[src/rtl/vga_vram_arbiter.sv]
// Frame-buffer port arbiter for a 640x480 display fed from a 128x96 image.
// The display owns the phase-0 cycle of every active pixel. The single pixel
// writer gets every other cycle through a 4-phase req/ack handshake. Fetch
// counters replicate each stored pixel SCALE times horizontally and each
// stored row SCALE times vertically.
module vga_vram_arbiter #(
    parameter int SCALE  = 5,
    parameter int COLS_W = 7,
    parameter int ROW_W  = 7,
    parameter int DATA_W = 3
) (
    input  logic                      clk,
    input  logic                      reset,
    input  logic [11:0]               H_counter,
    input  logic                      H_pixel_disp,
    input  logic                      V_pixel_disp,
    input  logic                      wr_req,
    input  logic [COLS_W+ROW_W-1:0]   wr_addr,
    input  logic [DATA_W-1:0]         wr_data,
    output logic                      wr_ack,
    output logic                      ram_en,
    output logic                      ram_we,
    output logic [COLS_W+ROW_W-1:0]   ram_addr,
    output logic [DATA_W-1:0]         ram_wdata,
    input  logic [DATA_W-1:0]         ram_rdata,
    output logic [DATA_W-1:0]         pix_rgb
);

    localparam int SUB_W = (SCALE > 1) ? $clog2(SCALE) : 1;
    localparam logic [SUB_W-1:0]  SUB_LAST = SUB_W'(SCALE - 1);
    localparam logic [COLS_W-1:0] COL_LAST = '1;

    typedef enum logic {
        W_IDLE,
        W_DONE
    } wr_state_t;

    wr_state_t          wr_state;
    logic [SUB_W-1:0]   sub_x;
    logic [SUB_W-1:0]   sub_y;
    logic [COLS_W-1:0]  col;
    logic [ROW_W-1:0]   row;
    logic               act_q;

    logic               act;
    logic [1:0]         phase;
    logic               disp_slot;
    logic               unused_h;

    assign act       = H_pixel_disp & V_pixel_disp;
    assign phase     = H_counter[1:0];
    assign disp_slot = act & (phase == 2'd0);
    // Only the pixel phase matters here; the line position comes from the H FSM flags.
    assign unused_h  = ^H_counter[11:2];

    // Fetch counters: step the replicated column each pixel, the replicated row each line.
    always_ff @(posedge clk or negedge reset) begin
        // NOTE: all sequential state uses non-blocking assignments so every
        // register samples pre-edge values, independent of block ordering.
        if (!reset) begin
            sub_x <= '0;
            col   <= '0;
            sub_y <= '0;
            row   <= '0;
            act_q <= 1'b0;
        end else begin
            act_q <= act;
            if (!V_pixel_disp) begin
                sub_x <= '0;
                col   <= '0;
                sub_y <= '0;
                row   <= '0;
            end else if (act_q && !act) begin
                // End of an active line: rewind the column, advance the line.
                sub_x <= '0;
                col   <= '0;
                if (sub_y == SUB_LAST) begin
                    sub_y <= '0;
                    row   <= row + 1'b1;
                end else begin
                    sub_y <= sub_y + 1'b1;
                end
            end else if (act && (phase == 2'd3)) begin
                if (sub_x == SUB_LAST) begin
                    sub_x <= '0;
                    // Hold at the last column so the final pixel cannot wrap to column 0.
                    if (col != COL_LAST) begin
                        col <= col + 1'b1;
                    end
                end else begin
                    sub_x <= sub_x + 1'b1;
                end
            end
        end
    end

    // Writer handshake: one RAM write per request, ack held until the request drops.
    always_ff @(posedge clk or negedge reset) begin
        if (!reset) begin
            wr_state <= W_IDLE;
            wr_ack   <= 1'b0;
        end else begin
            case (wr_state)
                W_IDLE: begin
                    // The write is issued combinationally in this same cycle
                    // whenever the display does not own it.
                    if (wr_req && !disp_slot) begin
                        wr_state <= W_DONE;
                        wr_ack   <= 1'b1;
                    end
                end
                W_DONE: begin
                    if (!wr_req) begin
                        wr_state <= W_IDLE;
                        wr_ack   <= 1'b0;
                    end
                end
                default: begin
                    wr_state <= W_IDLE;
                    wr_ack   <= 1'b0;
                end
            endcase
        end
    end

    // Pixel capture: RAM data read at phase 0 is valid in phase 1; blank outside active video.
    always_ff @(posedge clk or negedge reset) begin
        if (!reset) begin
            pix_rgb <= '0;
        end else if (!act) begin
            pix_rgb <= '0;
        end else if (phase == 2'd1) begin
            pix_rgb <= ram_rdata;
        end
    end

    // RAM port mux: display read wins its slot, otherwise a pending write goes out.
    always_comb begin
        // NOTE: every output gets a default first so no path leaves a value
        // unassigned, which would otherwise infer a latch.
        ram_en    = 1'b0;
        ram_we    = 1'b0;
        ram_addr  = '0;
        ram_wdata = '0;
        if (disp_slot) begin
            ram_en   = 1'b1;
            ram_addr = {row, col};
        end else if ((wr_state == W_IDLE) && wr_req) begin
            ram_en    = 1'b1;
            ram_we    = 1'b1;
            ram_addr  = wr_addr;
            ram_wdata = wr_data;
        end
    end

endmodule

[config.mk]
export PLATFORM = sky130hd
export DESIGN_NAME = vga_vram_arbiter
export DESIGN_NICKNAME = d
export VERILOG_FILES = /design/src/rtl/vga_vram_arbiter.sv
export SDC_FILE = /design/constraint.sdc
export NUM_CORES = 1
export LEC_CHECK = 0
export ABC_AREA = 0
export CAP_MARGIN = 20
export CORE_ASPECT_RATIO = 1.75
export CORE_MARGIN = 5
export CORE_UTILIZATION = 46
export CTS_CLUSTER_DIAMETER = 50
export DETAILED_ROUTE_END_ITERATION = 12
export HOLD_SLACK_MARGIN = 0.08
export PLACE_DENSITY_LB_ADDON = 0.05
export SYNTH_ARGS = -nofsm -noshare
export SYNTH_HDL_FRONTEND = slang
export SYNTH_SLANG_ARGS = --single-unit
[constraint.sdc]
create_clock -name clk -period 3.1 [get_ports clk]
set_clock_uncertainty 0.15 [all_clocks]
set_input_delay 0.62 -clock clk [delete_from_list [all_inputs] [get_ports clk]]
set_output_delay 0.62 -clock clk [all_outputs]
set_load 0.02 [all_outputs]
==> results of run 1 <==
## report_power, final
group / total, mW / switching (mW) / internal, mW
clock: 0.218 / 0.105 / 0.114
sequential: 0.348 / 0.00376 / 0.344
combinational: 0.125 / 0.0595 / 0.0653
## cell type report
cell class	count	area (µm²)	area share
inverter	8	30.0	0.0142
tap	43	53.8	0.0255
sequential	26	651	0.308
timing repair buffer	58	538	0.255
multi-input combinational	113	785	0.371
clock buffer	4	55.1	0.0261
## sequential cells by signal (all words and copies together) (netlist names)
name and count:
col 7, row 7, pix_rgb 3, sub_x 3, sub_y 3, act_q 1, wr_ack 1, wr_state 1
## through the flow
| step | worst slack [ps] | area (µm²) | instances |
|---|---|---|---|
| after detailed placement | -113 | 2080 | 248 |
| after global placement | -79.5 | 2080 | 248 |
| after floorplan | 619 | 1500 | 153 |
| final | 173 | 2110 | 252 |
| after global routing | 88.4 | 2110 | 252 |
| after CTS | 2.02 | 2110 | 252 |
## worst register-to-register path: cells and delay by family, from the launching register on
| family | cells | cell delay [ps] |
|---|---|---|
| compound gates | 2 | 300 |
| simple gates | 2 | 650 |
| fa+ha+maj | 1 | 280 |
| flops | 1 | 450 |
## worst paths after layout
kind	end	slack [ps]	cells after the start
setup / recovery	ram_addr[7]	170	6
hold / removal	wr_ack$_DFFE_PN0P_	350	1
setup reg to reg	col[5]$_DFFE_PN0P_	1190	5
hold reg to reg	wr_ack$_DFFE_PN0P_	350	1
max in group asynchronous	row[2]$_DFFE_PN0P_	1980	2
min in group asynchronous	col[3]$_DFFE_PN0P_	570	2
## cell usage in the layout, fill, tap and decap left out, types with 2 or more instances in the layout
cell type,n
clkdlybuf4s50_1,30
nor2b_1,2
dlygate4sd2_1,18
inv_1,8
or3_1,2
nand3_1,7
buf_4,9
xor2_1,7
a21boi_0,2
a21oi_1,8
clkbuf_8,4
mux2i_1,5
nor2_1,12
a211oi_1,3
and2_1,9
nand2_1,11
ha_1,6
nand2b_1,3
o21ai_0,5
dfrtp_1,26
a22o_1,16
xnor2_1,2
## layer usage
layer,vias up,GRT usage
li1,655,-
met1,640,0.187
met2,39,0.344
met3,9,0.0330
met4,0,0.0698
met5,-,0
## cell families after synthesis
kind of cell,share of synthesized area
buffers and inverters,0.0434
XOR/XNOR,0.0525
multiplexers,0.0334
AO/OA/AOI/OAI,0.191
AND/OR/NAND/NOR,0.196
adder cells (fa/ha/maj),0.0500
flip-flops,0.434
## timing repair
item | 4_1_cts | 5_1_grt
cloned | 0 | 0
endpoints found under the setup margin | 18 | 1
gates resized for setup | 18 | 1
==> flow_metrics.env, run 1 <==
export IMPL_grt_use_total=0.182
export IMPL_initial_core_util=0.477
export IMPL_maxCapViolCount=0
export IMPL_path_delay_family="buffers and inverters"
export IMPL_num_antenna_cells=0
export IMPL_setup_viol=0
export IMPL_die_h_um=85.5
export IMPL_worst_skew_pair_late_latency_ps=270
export IMPL_ant_nets=0
export IMPL_clkTransAtPathRegs_ps=90
export IMPL_powerDensity_nw_per_um2=327
export IMPL_routed_top_layer="met4"
export IMPL_rows=27
export IMPL_synth_edff_count=0
export IMPL_worstPathArrival_ps=2160
export IMPL_ios=60
export IMPL_fin_util=0.672
export IMPL_yosys_area_top_type="dfrtp_1"
export IMPL_cpPeakStageDelay_ps=470
export IMPL_antenna_found_initial=0
export IMPL_min_path_type="register to register"
export IMPL_cts_tree="done"
export IMPL_slowest_stage="clkdlybuf4s50_1"
export IMPL_total_power_mw=0.691
export IMPL_firstDrtPassIters=4
export IMPL_synthTopCellsByCount="26 x dfrtp_1, 16 x a22o_1, 12 x nor2_1"
export IMPL_syn_nets=196
export IMPL_vias=1343
export IMPL_synth_most_common_cell="dfrtp_1"
export IMPL_synthTopCellsByArea="dfrtp_1 43%, a22o_1 9.3%, ha_1 5.0%, xor2_1 4.1%, and2_1 3.8%"
export IMPL_hold_viol_final=0
export IMPL_die_area_um2=4550
export IMPL_nets=253
export IMPL_worstPathMaxFanout=10
export IMPL_synthesis_yosys_warnings=0
export IMPL_endpoint_kind="primary output"
export IMPL_ir_drop_v=0.000289
export IMPL_cp_start_kind="input port"
export IMPL_dp_hpwl_um=3030
export IMPL_ys_seq_area_frac=0.434
export IMPL_synthFlopType="dfrtp_1"
export IMPL_critPathKind="input port to primary output"
export IMPL_synthArstFlopShare=1.00
export IMPL_synth_cell_types=36
export IMPL_wl_met2_um=2110
export IMPL_wl_per_cell_um=14.8
export IMPL_drc=0
export IMPL_period_minus_slack_ps=2930
export IMPL_holdWs_ps=354
export IMPL_gp_congestion=0.799
export IMPL_drtIter0Drc=35
export IMPL_crit_required_ps=2330
export IMPL_core_um2=3140
export IMPL_wl_met3_um=219
export IMPL_cts_made_buffers=3
export IMPL_min_from="wr_state$_DFF_PN0_"
export IMPL_path_buf_inv=3
export IMPL_rsz0062_at_grt="false"
export IMPL_ys_seq_elements=26
export IMPL_viasPerCell=5.33
export IMPL_finalCritPeriodShare=0.944
export IMPL_post_cts_setup_buffers=0
export IMPL_grt_max_degree=27
export IMPL_crit_reg2reg_launch="col[0]$_DFFE_PN0P_"
export IMPL_routed_wl_um=3740
export IMPL_area_growth_pct=40.8
export IMPL_io_buffers=49
export IMPL_grt_pass1_vias=1403
export IMPL_die_w_um=53.2
export IMPL_p_leak_nw=1.06
export IMPL_avgSynthCellArea_um2=9.81
export IMPL_grt_ovfl_total=0
export IMPL_maxSlewViolCount=0
export IMPL_syn_inst=153
export IMPL_worstPathCellList="clkdlybuf4s50_1 > and4bb_2 > nor2_2 > buf_4 > a22o_1 > dlygate4sd2_1"
export IMPL_grt_pass1_wl_um=6320
export IMPL_cts_path_max_buffers=2
export IMPL_synth_area_um2=1500
export IMPL_fin_tns_setup_ps=0
export IMPL_cts_hold_buf=0
export IMPL_max_freq_mhz=342
export IMPL_tightestPinTransition_ps=360
export IMPL_numClockSinks=26
export IMPL_htree_num_levels=1
export IMPL_synth_top_area_share=0.434
export IMPL_status="completed"
export IMPL_drt_met1_wl_um=1310
export IMPL_cts_root_buf="clkbuf_8"
export IMPL_fillers=277
export IMPL_slew_headroom=0.759
export IMPL_drive_above_1_share=0.0861
export IMPL_crit_start="H_counter[1]"
(Power assumes the default switching activity.)
==> run 2: changes to the inputs <==
- SETUP_SLACK_MARGIN: unset -> 0.1
==> run 2 against run 1 <==
- critical path type unchanged
- global-route usage unchanged
- largest power group unchanged
- die area unchanged
- sequential share of layout area about the same
- highest routed layer unchanged
- clock power about the same
==> flow_metrics.env, run 2 (synthesized netlist as in run 1, its figures left out) <==
export IMPL_status="completed"
export IMPL_antenna_found_initial=0
export IMPL_critPathKind="input port to primary output"
export IMPL_setup_viol=0
export IMPL_num_antenna_cells=0
export IMPL_cts_root_buf="clkbuf_8"
export IMPL_core_um2=3140
export IMPL_drive_above_1_share=0.0861
export IMPL_final_common_cell="clkdlybuf4s50_1"
export IMPL_slowest_stage="clkdlybuf4s50_1"
export IMPL_p_clk_frac=0.316
export IMPL_gp_congestion=0.799
export IMPL_nets=253
export IMPL_cts_hold_buf=0
export IMPL_grt_max_degree=27
export IMPL_rows=27
export IMPL_reg_top3="col (7), row (7)"
export IMPL_io_buffers=49
export IMPL_die_h_um=85.5
export IMPL_cp_start_kind="input port"
export IMPL_worstPathMaxFanout=10
export IMPL_firstDrtPassIters=4
export IMPL_drc=0
export IMPL_htree_num_levels=1
export IMPL_die_w_um=53.2
export IMPL_switching_share=0.243
export IMPL_grt_ovfl_total=0
export IMPL_ios=60
export IMPL_p_switching_mw=0.168
export IMPL_cpPeakStageDelay_ps=470
export IMPL_initial_core_util=0.477
export IMPL_viasPerCell=5.33
export IMPL_grt_use_total=0.182
export IMPL_setup_slack_ps=176
export IMPL_tightestPinTransition_ps=361
export IMPL_maxSlewViolCount=0
export IMPL_powerDensity_nw_per_um2=327
export IMPL_path_buf_inv=3
export IMPL_dpl_worst_slack_ps=-113
export IMPL_wl_per_cell_um=14.8
export IMPL_ir_drop_v=0.000289
export IMPL_cts_path_max_buffers=2
export IMPL_slew_headroom=0.758
export IMPL_rsz0062_at_grt="false"
export IMPL_max_freq_mhz=342
export IMPL_p_leak_nw=1.04
export IMPL_holdWs_ps=354
export IMPL_final_cell_mix="30 x clkdlybuf4s50_1, 26 x dfrtp_1, 16 x a22o_1"
export IMPL_path_delay_family="buffers and inverters"
export IMPL_clkTransAtPathRegs_ps=90
export IMPL_dp_hpwl_um=3030
export IMPL_vias=1342
export IMPL_cts_tree="done"
export IMPL_finalCritPeriodShare=0.943
export IMPL_period_minus_slack_ps=2920
export IMPL_worstPathArrival_ps=2150
export IMPL_min_path_type="register to register"
export IMPL_worst_skew_pair_late_latency_ps=270
export IMPL_p_comb_frac=0.181
export IMPL_hold_viol_final=0
export IMPL_cts_made_buffers=3
export IMPL_crit_start="H_counter[1]"
export IMPL_crit_required_ps=2330
export IMPL_crit_reg2reg_launch="col[0]$_DFFE_PN0P_"
export IMPL_ant_nets=0
export IMPL_area_growth_pct=40.9
export IMPL_p_int_mw=0.523
export IMPL_drtIter0Drc=34
export IMPL_worstPathCellList="clkdlybuf4s50_1 > and4bb_2 > nor2_2 > buf_4 > a22o_1 > dlygate4sd2_1"
export IMPL_die_area_um2=4550
export IMPL_grt_pass1_wl_um=6320
export IMPL_routed_wl_um=3740
export IMPL_maxCapViolCount=0
export IMPL_endpoint_kind="primary output"
export IMPL_p_seq_frac=0.503
export IMPL_numClockSinks=26
export IMPL_grt_pass1_vias=1403
export IMPL_min_from="wr_state$_DFF_PN0_"
export IMPL_total_power_mw=0.691
==> run 2: changes by cell type in the layout (fill, tap and decap cells not counted) <==
| cell | before | now |
|---|---|---|
| dlymetal6s2s_1 | 1 | 0 |
| dlygate4sd2_1 | 18 | 15 |
| clkdlybuf4s15_1 | 0 | 4 |
==> run 2: layout make-up <==
| type | instances | area [µm²] |
|---|---|---|
| repair buffers | 58 | 539 |
| flip-flops and latches | 26 | 651 |
| fillers | 277 | 1030 |
| well taps | 43 | 53.8 |
| clock buffers | 4 | 55.1 |
| multi-input cells | 113 | 785 |
| inverters | 8 | 30.0 |
==> run 2: power groups by stage <==
stage | sequential [mW] | clock [mW] | combinational, mW
2_1_floorplan | 0.357 | 0 | 0.0515
3_3_place_gp | 0.354 | 0 | 0.131
3_5_place_dp | 0.355 | 0 | 0.135
4_1_cts | 0.348 | 0.226 | 0.127
5_1_grt | 0.349 | 0.242 | 0.136
6_report | 0.348 | 0.218 | 0.125
==> run 2: repair_timing <==
action,in CTS,in global routing
endpoints found under the setup margin,19,4
resized for setup,19,4
pin swaps,0,0
endpoints found under the hold margin,0,0
buffers inserted,0,0
==> run 2: worst register-to-register path, stage by stage (launching register included) <==
cell	delay, ps
dfrtp_1	450
ha_1	280
nand3_1	160
o211ai_4	140
or4_1	490
a21oi_1	160
==> run 2: layer usage <==
layer  vias to the layer above  global-route usage  part of all wire
li1                        654                   -                 -
met1                       640               0.187              0.35
met2                        39               0.344              0.56
met3                         9              0.0330             0.058
met4                         0              0.0698             0.025
met5                         -                   0                 0
==> run 2: path summary, 6_finish.rpt <==
| path | end | slack, ps | depth (start not counted) |
|---|---|---|---|
| worst min register to register | wr_ack$_DFFE_PN0P_ | 350 | 1 |
| worst max register to register | col[5]$_DFFE_PN0P_ | 1190 | 5 |
| worst min-delay path | wr_ack$_DFFE_PN0P_ | 350 | 1 |
| worst max-delay path | ram_addr[11] | 180 | 6 |
| min in group asynchronous | col[3]$_DFFE_PN0P_ | 570 | 2 |
| max in group asynchronous | row[2]$_DFFE_PN0P_ | 1980 | 2 |
==> run 2: through the flow <==
step / util / cells / TNS (ps) / cell area [µm²]
detailed placement: 0.661 / 248 / -1630 / 2080
floorplan: - / 153 / 0 / 1500
global placement: 0.661 / 248 / -958 / 2080
global route: 0.673 / 252 / 0 / 2110
CTS: 0.671 / 252 / 0 / 2110
finish: 0.673 / 252 / 0 / 2110
==> run 3: changes to the inputs <==
- CORE_MARGIN: 5 -> 2
- CORE_UTILIZATION: 46 -> 50
- DONT_BUFFER_PORTS: unset -> 1
- SLEW_MARGIN: unset -> 20
==> run 3 against run 2 <==
- sequential cell count is the same
- register-to-register slack improved by 30 ps
- die area fell by 24%
- clock power shrank 12%
- combinational power fell by 48%
- fmax grew 17%
- non-clock buffer count down 54
- critical path depth down 3
- via count is 17% lower
- critical endpoint unchanged
- largest cell class unchanged
- highest routed layer unchanged
==> flow_metrics.env, run 3 (synthesized netlist as in run 1, its figures left out) <==
export IMPL_drc=0
export IMPL_htree_num_levels=1
export IMPL_min_path_type="input port to register"
export IMPL_maxCapViolCount=0
export IMPL_routed_wl_um=3050
export IMPL_numClockSinks=26
export IMPL_rsz0062_at_grt="false"
export IMPL_core_um2=2900
export IMPL_hold_viol_final=0
export IMPL_worstPathMaxFanout=18
export IMPL_slew_headroom=0.577
export IMPL_dpl_worst_slack_ps=603
export IMPL_max_freq_mhz=400
export IMPL_dp_hpwl_um=2300
export IMPL_nets=199
export IMPL_final_instance_count_excl_fill=182
export IMPL_die_w_um=45.4
export IMPL_tightestPinTransition_ps=634
export IMPL_viasPerCell=6.15
export IMPL_total_power_mw=0.606
export IMPL_drtIter0Drc=16
export IMPL_critPathKind="input port to primary output"
export IMPL_num_antenna_cells=0
export IMPL_gp_congestion=0.764
export IMPL_period_minus_slack_ps=2500
export IMPL_placed_cell_area_um2=1520
export IMPL_die_area_um2=3470
export IMPL_initial_core_util=0.518
export IMPL_ir_drop_v=0.000248
export IMPL_cts_path_max_buffers=2
export IMPL_die_h_um=76.5
export IMPL_fillers=243
export IMPL_reg_top3="col (7), row (7)"
export IMPL_p_leak_nw=0.762
export IMPL_antenna_found_initial=0
export IMPL_powerDensity_nw_per_um2=382
export IMPL_grt_max_degree=27
export IMPL_crit_required_ps=2330
export IMPL_cts_tree="done"
export IMPL_grt_pass1_vias=1063
export IMPL_clkTransAtPathRegs_ps=80
export IMPL_status="completed"
export IMPL_grt_pass1_wl_um=4920
export IMPL_io_buffers=0
export IMPL_cts_root_buf="clkbuf_8"
export IMPL_fin_util=0.548
export IMPL_ios=60
export IMPL_ant_nets=0
export IMPL_endpoint_kind="primary output"
export IMPL_vias=1120
export IMPL_rows=26
export IMPL_cp_start_kind="input port"
export IMPL_maxSlewViolCount=0
export IMPL_finalCritPeriodShare=0.806
export IMPL_final_common_cell="dfrtp_1"
export IMPL_grt_use_total=0.188
export IMPL_wl_per_cell_um=16.8
export IMPL_setup_slack_ps=601
export IMPL_fin_tns_setup_ps=0
export IMPL_area_growth_pct=5.75
export IMPL_holdWs_ps=317
export IMPL_worstPathArrival_ps=1730
export IMPL_worst_skew_pair_late_latency_ps=270
export IMPL_final_cell_mix="26 x dfrtp_1, 16 x a22o_1, 12 x nor2_1"
export IMPL_setup_viol=0
export IMPL_placedCellCount=177
export IMPL_firstDrtPassIters=3
export IMPL_cts_made_buffers=3
export IMPL_grt_ovfl_total=0
export IMPL_drive_above_1_share=0.0714
export IMPL_fin_area_um2=1590
[run 3: cell types whose count changed in the layout (fill, tap and decap cells not counted)]
| cell | previous run | this run |
|---|---|---|
| buf_4 | 9 | 2 |
| clkbuf_8 | 4 | 3 |
| buf_12 | 0 | 1 |
| clkdlybuf4s15_1 | 4 | 0 |
| dlygate4sd3_1 | 0 | 1 |
| clkdlybuf4s50_1 | 30 | 0 |
| dlygate4sd2_1 | 15 | 0 |
[run 3: repair_timing]
action                                 4_1_cts  5_1_grt
hold buffers                                 2        0
resized for setup                            0        0
endpoints found under the hold margin       26        0
setup buffers                                0        0
[run 3: path summary, 6_finish.rpt]
check                                         from                  to  slack, ps  cells after the start
worst min register to register  wr_state$_DFF_PN0_  wr_ack$_DFFE_PN0P_        340                      1
worst min-delay path                  V_pixel_disp  row[1]$_DFFE_PN0P_        320                      2
worst max-delay path                  H_counter[1]        ram_addr[11]        600                      3
max in group asynchronous                    reset  wr_state$_DFF_PN0_       2020                      2
worst max register to register  col[0]$_DFFE_PN0P_  col[5]$_DFFE_PN0P_       1220                      5
min in group asynchronous                    reset  col[4]$_DFFE_PN0P_        630                      2
[run 3: final cells by class]
type / count / area [µm²] / share of cell area
inverters: 8 / 30.0 / 0.0189
repair buffers: 4 / 45.0 / 0.0284
flip-flops and latches: 26 / 651 / 0.410
well taps: 28 / 35.0 / 0.0221
clock buffers: 3 / 41.3 / 0.0260
multi-input cells: 113 / 785 / 0.494
[run 3: power by group]
part           internal, mW  total (mW)  switching, mW  leakage [nW]
clock                0.0872       0.191          0.103        0.0216
sequential            0.344       0.351        0.00673         0.356
combinational        0.0212      0.0647         0.0436         0.384
total                 0.453       0.606          0.154         0.762
[run 3: routing by layer]
| metal | vias to the layer above | track usage | wire, µm |
|---|---|---|---|
| li1 | 547 | - | - |
| met1 | 543 | 0.221 | 1210 |
| met2 | 25 | 0.317 | 1660 |
| met3 | 5 | 0.0237 | 118 |
| met4 | 0 | 0.0882 | 64 |
| met5 | - | 0 | 0 |
[run 3: worst max-delay path, stage by stage]
cell and delay, ps:
and4bb_2 240, nor2_2 520, a22o_1 350
